### config.mk
export PLATFORM = sky130hd
export DESIGN_NAME = apb_initiator1
export DESIGN_NICKNAME = d
export VERILOG_FILES = /design/src/rtl/apb_initiator1.sv
export SDC_FILE = /design/constraint.sdc
export NUM_CORES = 1
export LEC_CHECK = 0
export CORE_ASPECT_RATIO = 0.75
export CORE_MARGIN = 2
export CORE_UTILIZATION = 50
export CTS_BUF_LIST = sky130_fd_sc_hd__clkbuf_8
export DETAILED_ROUTE_END_ITERATION = 16
export DONT_BUFFER_PORTS = 1
export HOLD_SLACK_MARGIN = 0.06
export PLACE_DENSITY = 0.75
export REMOVE_ABC_BUFFERS = 1
export SYNTH_ARGS = -nofsm -noshare
export SYNTH_HDL_FRONTEND = slang
export SYNTH_SLANG_ARGS = --single-unit
### constraint.sdc
create_clock -name pclk1 -period 2.9 [get_ports pclk1]
set_input_delay 0.29 -clock pclk1 [delete_from_list [all_inputs] [get_ports pclk1]]
set_output_delay 0.29 -clock pclk1 [all_outputs]
set_load 0.02 [all_outputs]
### src/rtl/apb_initiator1.sv
// Single-outstanding APB initiator: one request -> SETUP -> ACCESS, with optional wait-state timeout.
// States: IDLE | ready for a request;  SETUP | psel up, address phase;  ACCESS | penable up, waiting on pready1
module apb_initiator1 #(
  parameter int TIMEOUT1 = 16
) (
  input  logic        pclk1,
  input  logic        n_p_reset1,
  input  logic        req_valid1,
  output logic        req_ready1,
  input  logic        req_write1,
  input  logic [7:0]  req_addr1,
  input  logic [31:0] req_wdata1,
  output logic        rsp_valid1,
  output logic [31:0] rsp_rdata1,
  output logic        rsp_err1,
  output logic        psel1,
  output logic        penable1,
  output logic        pwrite1,
  output logic [7:0]  paddr1,
  output logic [31:0] pwdata1,
  input  logic [31:0] prdata1,
  input  logic        pready1
);

  // TIMEOUT1 = 0 would give a zero-width counter, so keep at least one bit.
  localparam int CW = (TIMEOUT1 > 0) ? $clog2(TIMEOUT1 + 1) : 1;
  localparam logic [CW-1:0] TMO = CW'(TIMEOUT1);

  typedef enum logic [1:0] {IDLE, SETUP, ACCESS} state_t;

  state_t        state, state_n;
  logic [CW-1:0] wcnt, wcnt_n;
  logic          timeout_hit;
  logic          req_ready_n, psel_n, penable_n, pwrite_n;
  logic [7:0]    paddr_n;
  logic [31:0]   pwdata_n, rsp_rdata_n;
  logic          rsp_valid_n, rsp_err_n;

  assign timeout_hit = (TIMEOUT1 > 0) && (wcnt == TMO);

  always_comb begin
    state_n     = state;
    wcnt_n      = wcnt;
    psel_n      = psel1;
    penable_n   = penable1;
    pwrite_n    = pwrite1;
    paddr_n     = paddr1;
    pwdata_n    = pwdata1;
    rsp_valid_n = 1'b0;
    rsp_rdata_n = rsp_rdata1;
    rsp_err_n   = rsp_err1;
    case (state)
      IDLE: begin
        if (req_valid1) begin
          state_n   = SETUP;
          psel_n    = 1'b1;
          penable_n = 1'b0;
          pwrite_n  = req_write1;
          paddr_n   = req_addr1;
          pwdata_n  = req_wdata1;
        end
      end
      SETUP: begin
        state_n   = ACCESS;
        penable_n = 1'b1;
        wcnt_n    = '0;
      end
      ACCESS: begin
        // pready1 wins over a timeout reached in the same cycle.
        if (pready1) begin
          state_n     = IDLE;
          psel_n      = 1'b0;
          penable_n   = 1'b0;
          rsp_valid_n = 1'b1;
          rsp_err_n   = 1'b0;
          rsp_rdata_n = pwrite1 ? 32'h0 : prdata1;
        end else if (timeout_hit) begin
          state_n     = IDLE;
          psel_n      = 1'b0;
          penable_n   = 1'b0;
          rsp_valid_n = 1'b1;
          rsp_err_n   = 1'b1;
          rsp_rdata_n = 32'h0;
        end else if (wcnt != '1) begin
          wcnt_n = wcnt + 1'b1;
        end
      end
      default: begin
        state_n   = IDLE;
        psel_n    = 1'b0;
        penable_n = 1'b0;
      end
    endcase
    req_ready_n = (state_n == IDLE);
  end

  always_ff @(posedge pclk1) begin
    if (!n_p_reset1) begin
      state      <= IDLE;
      wcnt       <= '0;
      req_ready1 <= 1'b1;
      psel1      <= 1'b0;
      penable1   <= 1'b0;
      pwrite1    <= 1'b0;
      paddr1     <= 8'h0;
      pwdata1    <= 32'h0;
      rsp_valid1 <= 1'b0;
      rsp_rdata1 <= 32'h0;
      rsp_err1   <= 1'b0;
    end else begin
      state      <= state_n;
      wcnt       <= wcnt_n;
      req_ready1 <= req_ready_n;
      psel1      <= psel_n;
      penable1   <= penable_n;
      pwrite1    <= pwrite_n;
      paddr1     <= paddr_n;
      pwdata1    <= pwdata_n;
      rsp_valid1 <= rsp_valid_n;
      rsp_rdata1 <= rsp_rdata_n;
      rsp_err1   <= rsp_err_n;
    end
  end

endmodule

==> results.sh, run 1 <==
export IMPL_outcome="completed"
export IMPL_placement_rows=24
export IMPL_initial_cell_density_of_the_core_pct=52.8
export IMPL_cellLeakagePower_nw=1.41
export IMPL_slew_headroom_pct=46.8
export IMPL_grt_start_max_net_pins=47
export IMPL_detail_route_antenna_nets=0
export IMPL_synthMuxAreaShare_pct=0
export IMPL_final_layout_setup_total_negative_slack_ns=0
export IMPL_via_count_of_the_first_global_routing_pass=2435
export IMPL_setup_viol_count_final=0
export IMPL_netlist_cell_type_count=46
export IMPL_cts_htree_levels=3
export IMPL_cts_root_buffer_cell="clkbuf_8"
export IMPL_die_width_um=95.5
export IMPL_grt_antenna_before_repair=0
export IMPL_postSynth_topFlopCell="dfxtp_1"
export IMPL_worst_pin_slew_ns=0.796
export IMPL_p_seq_share_pct=54.0
export IMPL_share_of_flip_flops_with_an_asynchronous_set_or_reset_after_synthesis_pct=0
export IMPL_critical_path_max_stage_delay_ns=0.48
export IMPL_max_clock_freq_ghz=0.509
export IMPL_layout_cells_most_common_list="85 x nand2_1, 85 x dfxtp_1, 53 x dlygate4sd3_1"
export IMPL_worst_endpoint_required_ns=3.13
export IMPL_pwr_share_clk_pct=38.4
export IMPL_core_area_sq_um=5950
export IMPL_syn_area_sq_um=3140
export IMPL_cts_buffer_depth=2
export IMPL_avgRoutedWirePerCell_um=17.3
export IMPL_count_of_mapped_cells_out_of_synthesis=327
export IMPL_cts_tree="done"
export IMPL_path_max_fanout=6
export IMPL_power_internal_mw=1.81
export IMPL_cts_repair_timing_setup_buffer_count=0
export IMPL_synth_seq_cells=85
export IMPL_power_switching_share_pct=25.9
export IMPL_grt_first_pass_wirelength_mm=11.8
export IMPL_synth_seq_area_share_pct=54.2
export IMPL_vias_per_cell=5.78
export IMPL_share_of_final_layout_standard_cells_stronger_than_drive_strength_1_pct=7.26
export IMPL_finalWorstPathRequiredPeriod_ns=1.96
export IMPL_setup_worst_path_class="reg2reg"
export IMPL_synthDominantCellAreaShare_pct=54.2
export IMPL_wp_buf_inv=0
export IMPL_synth_compound_gate_area_share_pct=21.7
export IMPL_drt_first_iter_violations=150
export IMPL_post_place_ws_ns=0.971
export IMPL_grt_total_usage_pct=21.9
export IMPL_layout_setup_ws_ns=0.936
export IMPL_synth_top_family_by_area="compound AO/OA/AOI/OAI gates"
export IMPL_antenna_cells=0
export IMPL_finish_net_count=447
export IMPL_hold_worst_slack_ns=0.0801
export IMPL_ys_warnings_count=0
export IMPL_worstPathArrival_ns=2.20
export IMPL_top_level_ports=155
export IMPL_crit_chain="ha_1 -> and3_1 -> ha_1 -> or4b_1 -> a41oi_1 -> o31ai_1"
export IMPL_grt_overflow_total=0
export IMPL_die_height_um=72.7
export IMPL_dr_total_vias=2602
export IMPL_power_share_combinational_pct=7.6
export IMPL_power_dissipated_by_switching_net_loads_mw=0.633
export IMPL_multi_input_comb_area_sq_um=1260
export IMPL_cts_buffers_inserted=9
export IMPL_io_buffers=0
export IMPL_cts_sinks=85
export IMPL_pwr_cell_area_nw_per_um2=633
export IMPL_post_synthesis_xor_xnor_area_fraction_pct=0
export IMPL_timing_final_max_slew_violations=0
export IMPL_grt_setup_unrepaired="no"
export IMPL_min_period_over_period_pct=67.7
export IMPL_synth_top_cells_by_area="dfxtp_1 54%, a32o_1 10%, nand2_1 10%"
export IMPL_hpwlAfterDp_mm=4.57
export IMPL_synth_simple_gate_area_share_pct=16.9
export IMPL_power_mw=2.44
export IMPL_crit_path_top_delay_cell="or4b_1"
export IMPL_power_ir_vdd_worst_v=0.000372
export IMPL_finClkSkew_ns=0.0119
export IMPL_cell_family_with_the_largest_share_of_critical_path_delay="simple AND/OR/NAND/NOR gates"
export IMPL_synth_fa_ha_area_share_pct=1.19
export IMPL_synthToLayoutAreaGrowth_pct=22.9
export IMPL_hold_violations=0
export IMPL_critical_path_most_common_cell="ha_1"
export IMPL_maxCapViolations=0
export IMPL_worstSkewPairLatency_ns=0.35
export IMPL_die_area_sq_um=6940
export IMPL_drc=0
export IMPL_synth_area_per_cell_sq_um=9.61
export IMPL_min_delay_path_class="in2reg"
export IMPL_n_fill_cell=470
export IMPL_register_clock_pin_slew_on_the_reported_worst_setup_and_hold_paths_ns=0.09
export IMPL_gp_congestion=0.823
export IMPL_area_sequential_sq_um=1700
export IMPL_post_synth_edffs=0
export IMPL_drtPass1Iterations=5
export IMPL_endpoint_kind="flop"
export IMPL_route_final_wire_length_mm=7.78
export IMPL_yosysTopAreaCell="dfxtp_1"
export IMPL_crit_path_start_kind="flop"
power groups by stage:
stage	clock, mW	combinational (mW)	sequential (mW)
after global routing	1.02	0.207	1.33
after detailed placement	0	0.127	1.35
final	0.939	0.185	1.32
after floorplan	0	0.0964	1.33
after global placement	0	0.121	1.35
after CTS	0.961	0.174	1.32
cells by family after synthesis:
kind of cell	after synthesis
buffers and inverters	32
AO/OA/AOI/OAI	93
AND/OR/NAND/NOR	114
flip-flops	85
adder cells (fa/ha/maj)	3
worst paths after layout:
check / slack [ns] / cells past startpoint / endpoint / startpoint
hold / removal: 0.08 / 2 / pwdata1[18] / req_wdata1[18]
setup / recovery: 0.94 / 6 / wcnt[2] / wcnt[0]
hold reg to reg: 0.55 / 2 / wcnt[4] / wcnt[4]
setup reg to reg: 0.94 / 6 / wcnt[2] / wcnt[0]
per-layer routing:
metal,vias up,part of all wire (%),GRT usage (%)
li1,1246,-,-
met1,1224,40,26.0
met2,123,51,36.8
met3,9,7.8,8.37
met4,0,1.2,7.14
met5,-,0,0
flip-flops by register name, summed over array words and instances, names as in the netlist, 2 cells and up:
name and cells:
rsp_rdata1 32, wcnt 5, paddr1 8, pwdata1 32, state 2
repair_timing:
item | 4_1_cts | 5_1_grt
resized for setup | 0 | 0
hold endpoints to repair | 43 | 10
hold buffers | 43 | 10
cell usage after synthesis, drive strengths merged (3+ instances only):
cell type	n
buf	19
o21ai	4
nand2	85
nor2	7
a32o	32
clkbuf	9
a21oi	43
ha	3
dfxtp	85
inv	4
nor3b	3
per-stage QoR:
stage / utilization (%) / instance area [sq um] / instances
after floorplan: - / 2970 / 299
after CTS: 63.2 / 3760 / 440
final: 64.9 / 3860 / 450
after detailed placement: 52.1 / 3100 / 381
after global routing: 64.9 / 3860 / 450
after global placement: 52.1 / 3100 / 381
area by class of cell:
type / count / share of cell area [%]
clock inverters: 7 / 2.72
multi-input cells: 210 / 32.5
repair buffers: 57 / 14.5
inverters: 4 / 0.389
clock buffers: 9 / 3.21
well taps: 78 / 2.53
flip-flops and latches: 85 / 44.1
Power figures use the tool's default switching activity.
==> inputs of run 2 (changes only) <==
clock period = 1.9 ns   (was 2.9 ns; I/O delays follow)
==> results.sh, run 2 (synthesis gave the netlist of run 1 again) <==
export IMPL_power_switching_share_pct=27.5
export IMPL_cellLeakagePower_nw=1.54
export IMPL_outcome="completed"
export IMPL_drtPass1Iterations=4
export IMPL_top_level_ports=155
export IMPL_cts_htree_levels=3
export IMPL_grt_start_max_net_pins=42
export IMPL_p_seq_share_pct=56.7
export IMPL_min_delay_path_class="in2reg"
export IMPL_endpoint_kind="flop"
export IMPL_io_buffers=0
export IMPL_finClkSkew_ns=0.00847
export IMPL_hpwlAfterDp_mm=4.79
export IMPL_timing_final_max_slew_violations=0
export IMPL_core_area_sq_um=5950
export IMPL_maxCapViolations=0
export IMPL_cts_sinks=85
export IMPL_power_share_combinational_pct=10.4
export IMPL_critical_path_max_stage_delay_ns=0.49
export IMPL_synthToLayoutAreaGrowth_pct=32.3
export IMPL_worst_endpoint_required_ns=2.14
export IMPL_initial_cell_density_of_the_core_pct=52.8
export IMPL_critical_path_most_common_cell="ha_1"
export IMPL_pwr_share_clk_pct=32.9
export IMPL_final_layout_setup_total_negative_slack_ns=0
export IMPL_layout_cells_non_filler=478
export IMPL_share_of_final_layout_standard_cells_stronger_than_drive_strength_1_pct=9.25
export IMPL_avgRoutedWirePerCell_um=17.7
export IMPL_die_area_sq_um=6940
export IMPL_antenna_cells=0
export IMPL_finish_net_count=475
export IMPL_crit_path_start_kind="flop"
export IMPL_gp_congestion=0.861
export IMPL_register_clock_pin_slew_on_the_reported_worst_setup_and_hold_paths_ns=0.09
export IMPL_vias_per_cell=5.74
export IMPL_placement_rows=24
export IMPL_layout_cells_most_common_list="85 x nand2_1, 84 x dfxtp_1, 74 x dlygate4sd3_1"
export IMPL_worstPathArrival_ns=2.04
export IMPL_slew_headroom_pct=63.7
export IMPL_cts_buffers_inserted=9
export IMPL_setup_worst_path_class="reg2reg"
export IMPL_pwr_cell_area_nw_per_um2=853
export IMPL_grt_first_pass_wirelength_mm=13.0
export IMPL_drc=0
export IMPL_power_ir_vdd_worst_v=0.000634
export IMPL_layout_top_registers="pwdata1 x32, rsp_rdata1 x32, paddr1 x8"
export IMPL_drt_first_iter_violations=141
export IMPL_route_final_wire_length_mm=8.46
export IMPL_crit_path_top_delay_cell="or4b_1"
export IMPL_min_period_over_period_pct=94.8
export IMPL_cts_repair_timing_setup_buffer_count=0
export IMPL_grt_total_usage_pct=24.1
export IMPL_worst_pin_slew_ns=0.539
export IMPL_max_clock_freq_ghz=0.555
export IMPL_power_dissipated_by_switching_net_loads_mw=0.974
export IMPL_grt_antenna_before_repair=0
export IMPL_path_max_fanout=6
export IMPL_die_height_um=72.7
export IMPL_power_internal_mw=2.57
export IMPL_finalWorstPathRequiredPeriod_ns=1.80
export IMPL_grt_overflow_total=0
export IMPL_die_width_um=95.5
export IMPL_cts_buffer_depth=2
export IMPL_dr_total_vias=2746
export IMPL_placed_cells=387
export IMPL_detail_route_antenna_nets=0
export IMPL_worstSkewPairLatency_ns=0.35
export IMPL_crit_chain="ha_1 -> and3_1 -> ha_1 -> or4b_1 -> a41oi_2 -> o31ai_1"
export IMPL_cts_tree="done"
export IMPL_cts_root_buffer_cell="clkbuf_8"
export IMPL_hold_violations=0
export IMPL_layout_commonest_cell="nand2_1"
export IMPL_setup_viol_count_final=0
export IMPL_grt_setup_unrepaired="no"
export IMPL_via_count_of_the_first_global_routing_pass=2650
## run 2: routing by layer
metal	GRT usage, %	wire (um)	vias to the layer above
li1	-	-	1306
met1	27.9	3340	1286
met2	40.8	4260	123
met3	8.37	613	31
met4	10.0	255	0
met5	0	0	-
## run 2: stage by stage
step	util [%]	setup slack [ns]	power [mW]	instance area [sq um]	hold WS (ns)
floorplan	-	-0.188	2.18	2970	0.266
global placement	53.7	0.101	2.26	3200	0.278
detailed placement	53.7	0.0623	2.27	3200	0.278
CTS	69.6	0.0478	3.57	4140	0.0692
global route	69.9	0.0145	3.71	4160	0.0593
finish	69.9	0.0985	3.55	4160	0.0687
## run 2: final timing paths
path / start / to / slack, ns / cells after the start
max: wcnt[0] / wcnt[2] / 0.1 / 6
min: pready1 / wcnt[2] / 0.07 / 3
max reg2reg: wcnt[0] / wcnt[2] / 0.1 / 6
min reg2reg: pwdata1[1] / pwdata1[1] / 0.56 / 2
## run 2: power by group through the flow
| stage | combinational [mW] | clock, mW | sequential (mW) |
|---|---|---|---|
| 2_1_floorplan | 0.147 | 0 | 2.03 |
| 3_3_place_gp | 0.213 | 0 | 2.05 |
| 3_5_place_dp | 0.221 | 0 | 2.05 |
| 4_1_cts | 0.361 | 1.20 | 2.01 |
| 5_1_grt | 0.406 | 1.28 | 2.02 |
| 6_report | 0.369 | 1.17 | 2.01 |
## run 2: timing repair
action,CTS,global route
resized for setup,0,4
hold buffers,75,0
setup endpoints to repair,0,4
endpoints found under the hold margin,81,0
## run 2: critical path: cells and delay by family, from the launching register on
| kind | cells | cell delay, ns |
|---|---|---|
| AOI/OAI and AO/OA | 2 | 0.25 |
| adders and majority gates | 2 | 0.40 |
| DFF | 1 | 0.37 |
| and+or+nand+nor | 2 | 0.67 |
## run 2: layout make-up
type                            instances  area [sq um]
Multi-Input combinational cell        210          1270
Inverter                                4          15.0
Clock buffer                           10           138
Clock inverter                          6          46.3
Tap cell                               78          97.6
Timing Repair Buffer                   85           886
Sequential cell                        85          1710
Fill cell                             454          1790
==> inputs of run 3 (changes only) <==
CORE_UTILIZATION = 45   (was 50)
PLACE_DENSITY = 0.7   (was 0.75)
SLEW_MARGIN = 20   (was unset)
==> results.sh, run 3 (synthesis gave the netlist of run 1 again) <==
export IMPL_worst_endpoint_required_ns=2.14
export IMPL_critical_path_startpoint="wcnt[0]"
export IMPL_cts_htree_levels=3
export IMPL_cell_family_with_the_largest_share_of_critical_path_delay="simple AND/OR/NAND/NOR gates"
export IMPL_avgRoutedWirePerCell_um=17.5
export IMPL_path_max_fanout=6
export IMPL_max_clock_freq_ghz=0.550
export IMPL_slew_headroom_pct=64.9
export IMPL_synthToLayoutAreaGrowth_pct=34.8
export IMPL_drt_first_iter_violations=145
export IMPL_detailroute_wirelength_met3_um=504
export IMPL_hpwlAfterDp_mm=4.56
export IMPL_layout_commonest_cell="nand2_1"
export IMPL_postLayoutCoreUtil_pct=62.3
export IMPL_cts_repair_timing_setup_buffer_count=0
export IMPL_detail_route_antenna_nets=0
export IMPL_power_ir_vdd_worst_v=0.000449
export IMPL_reg2reg_depth=6
export IMPL_hold_violations=0
export IMPL_cts_root_buffer_cell="clkbuf_8"
export IMPL_register_clock_pin_slew_on_the_reported_worst_setup_and_hold_paths_ns=0.09
export IMPL_initial_cell_density_of_the_core_pct=46.2
export IMPL_cts_buffer_depth=2
export IMPL_wp_buf_inv=0
export IMPL_setup_worst_path_class="reg2reg"
export IMPL_timing_final_max_slew_violations=0
export IMPL_core_area_sq_um=6800
export IMPL_finalWorstPathRequiredPeriod_ns=1.82
export IMPL_die_width_um=100
export IMPL_outcome="completed"
export IMPL_min_delay_path_class="in2reg"
export IMPL_endpoint_kind="flop"
export IMPL_min_period_over_period_pct=95.8
export IMPL_grt_first_pass_wirelength_mm=13.2
export IMPL_setup_viol_count_final=0
export IMPL_finish_net_count=476
export IMPL_layout_cells_most_common_list="85 x nand2_1, 84 x dfxtp_1, 75 x dlygate4sd3_1"
export IMPL_vias_per_cell=5.53
export IMPL_grt_overflow_total=0
export IMPL_finClkSkew_ns=0.00800
export IMPL_finish_instance_area_sq_um=4230
export IMPL_maxCapViolations=0
export IMPL_highest_signal_layer="met4"
export IMPL_grt_setup_unrepaired="yes"
export IMPL_worstReg2RegEnd="wcnt[2]"
export IMPL_share_of_final_layout_standard_cells_stronger_than_drive_strength_1_pct=9.48
export IMPL_grt_total_usage_pct=21.8
export IMPL_gp_congestion=0.811
export IMPL_worst_pin_slew_ns=0.525
export IMPL_power_mw=3.81
export IMPL_dr_total_vias=2684
export IMPL_path_depth=6
export IMPL_detailed_route_wire_length_on_metal_1_mm=3.40
export IMPL_cts_buffers_inserted=9
export IMPL_final_layout_setup_total_negative_slack_ns=0
export IMPL_io_buffers=0
export IMPL_cts_tree="done"
export IMPL_met2RoutedLength_mm=4.42
export IMPL_via_count_of_the_first_global_routing_pass=2729
export IMPL_cts_sinks=85
export IMPL_die_height_um=76.4
export IMPL_antenna_cells=0
export IMPL_worstSkewPairLatency_ns=0.35
export IMPL_grt_start_max_net_pins=43
export IMPL_route_final_wire_length_mm=8.48
export IMPL_pwr_cell_area_nw_per_um2=900
export IMPL_cellLeakagePower_nw=1.57
export IMPL_crit_chain="ha_1 -> and3_1 -> ha_1 -> or4b_4 -> a41oi_2 -> o31ai_1"
export IMPL_critical_path_most_common_cell="ha_1"
export IMPL_timing_reg2reg_setup_slack_ns=0.08
export IMPL_critical_path_max_stage_delay_ns=0.49
export IMPL_grt_antenna_before_repair=0
export IMPL_drtPass1Iterations=4
export IMPL_die_area_sq_um=7670
export IMPL_layout_top_registers="pwdata1 x32, rsp_rdata1 x32, paddr1 x8"
export IMPL_timing_rr_start="wcnt[0]"
export IMPL_placement_rows=26
export IMPL_top_level_ports=155
export IMPL_setup_worst_path_end="wcnt[2]"
export IMPL_crit_path_start_kind="flop"
export IMPL_crit_path_top_delay_cell="or4b_4"
export IMPL_placed_standard_cell_area_sq_um=3200
export IMPL_drc=0
export IMPL_worstPathArrival_ns=2.06
export IMPL_hold_buffers=76
## run 3: changes by cell type in the layout (fill, tap and decap cells not counted)
| cell | previous run | this run |
|---|---|---|
| bufinv_16 | 0 | 2 |
| clkinv_4 | 1 | 2 |
| dfxtp_4 | 1 | 0 |
| or4b_4 | 0 | 1 |
| clkinvlp_4 | 2 | 1 |
| dlygate4sd3_1 | 74 | 75 |
| clkinv_2 | 1 | 0 |
| or4b_1 | 1 | 0 |
| o41ai_2 | 1 | 0 |
| o41ai_4 | 0 | 1 |
| inv_6 | 2 | 1 |
| dfxtp_2 | 0 | 1 |
## run 3: worst min path at each step
stage / start / to / slack, ns / depth (start not counted)
after global routing: pready1 / wcnt[4] / 0.06 / 2
after detailed placement: n_p_reset1 / req_ready1 / 0.28 / 1
final: pready1 / wcnt[4] / 0.07 / 2
after floorplan: n_p_reset1 / req_ready1 / 0.27 / 1
after CTS: pready1 / wcnt[3] / 0.07 / 3
after global placement: n_p_reset1 / req_ready1 / 0.28 / 1
## run 3: repair_timing
item | 4_1_cts | 5_1_grt
setup endpoints to repair | 0 | 3
resized for setup | 0 | 5
endpoints found under the hold margin | 81 | 1
## run 3: layer usage
metal | GRT usage (%) | vias to the layer above
met5 | 0 | -
met4 | 6.58 | 0
met3 | 7.52 | 15
met2 | 38.7 | 105
met1 | 24.5 | 1265
li1 | - | 1299
## run 3: final cells by class
type                    count  area [sq um]
fillers                   526          2560
flip-flops and latches     85          1700
multi-input cells         210          1280
repair buffers             86           896
clock buffers              10           138
well taps                  84           105
clock inverters             6          93.8
inverters                   4          15.0
## run 3: power breakdown
group / internal, mW / switching (mW) / total, mW
clock network: 0.785 / 0.647 / 1.43
logic: 0.197 / 0.172 / 0.369
registers: 1.86 / 0.153 / 2.01
## run 3: metrics by stage
step           std cells  hold slack, ns  setup slack (ns)
2_1_floorplan        299           0.266            -0.188
3_3_place_gp         393           0.279             0.108
3_5_place_dp         393           0.283            0.0641
4_1_cts              485          0.0653            0.0356
5_1_grt              485          0.0569           0.00657
6_report             485          0.0673            0.0805
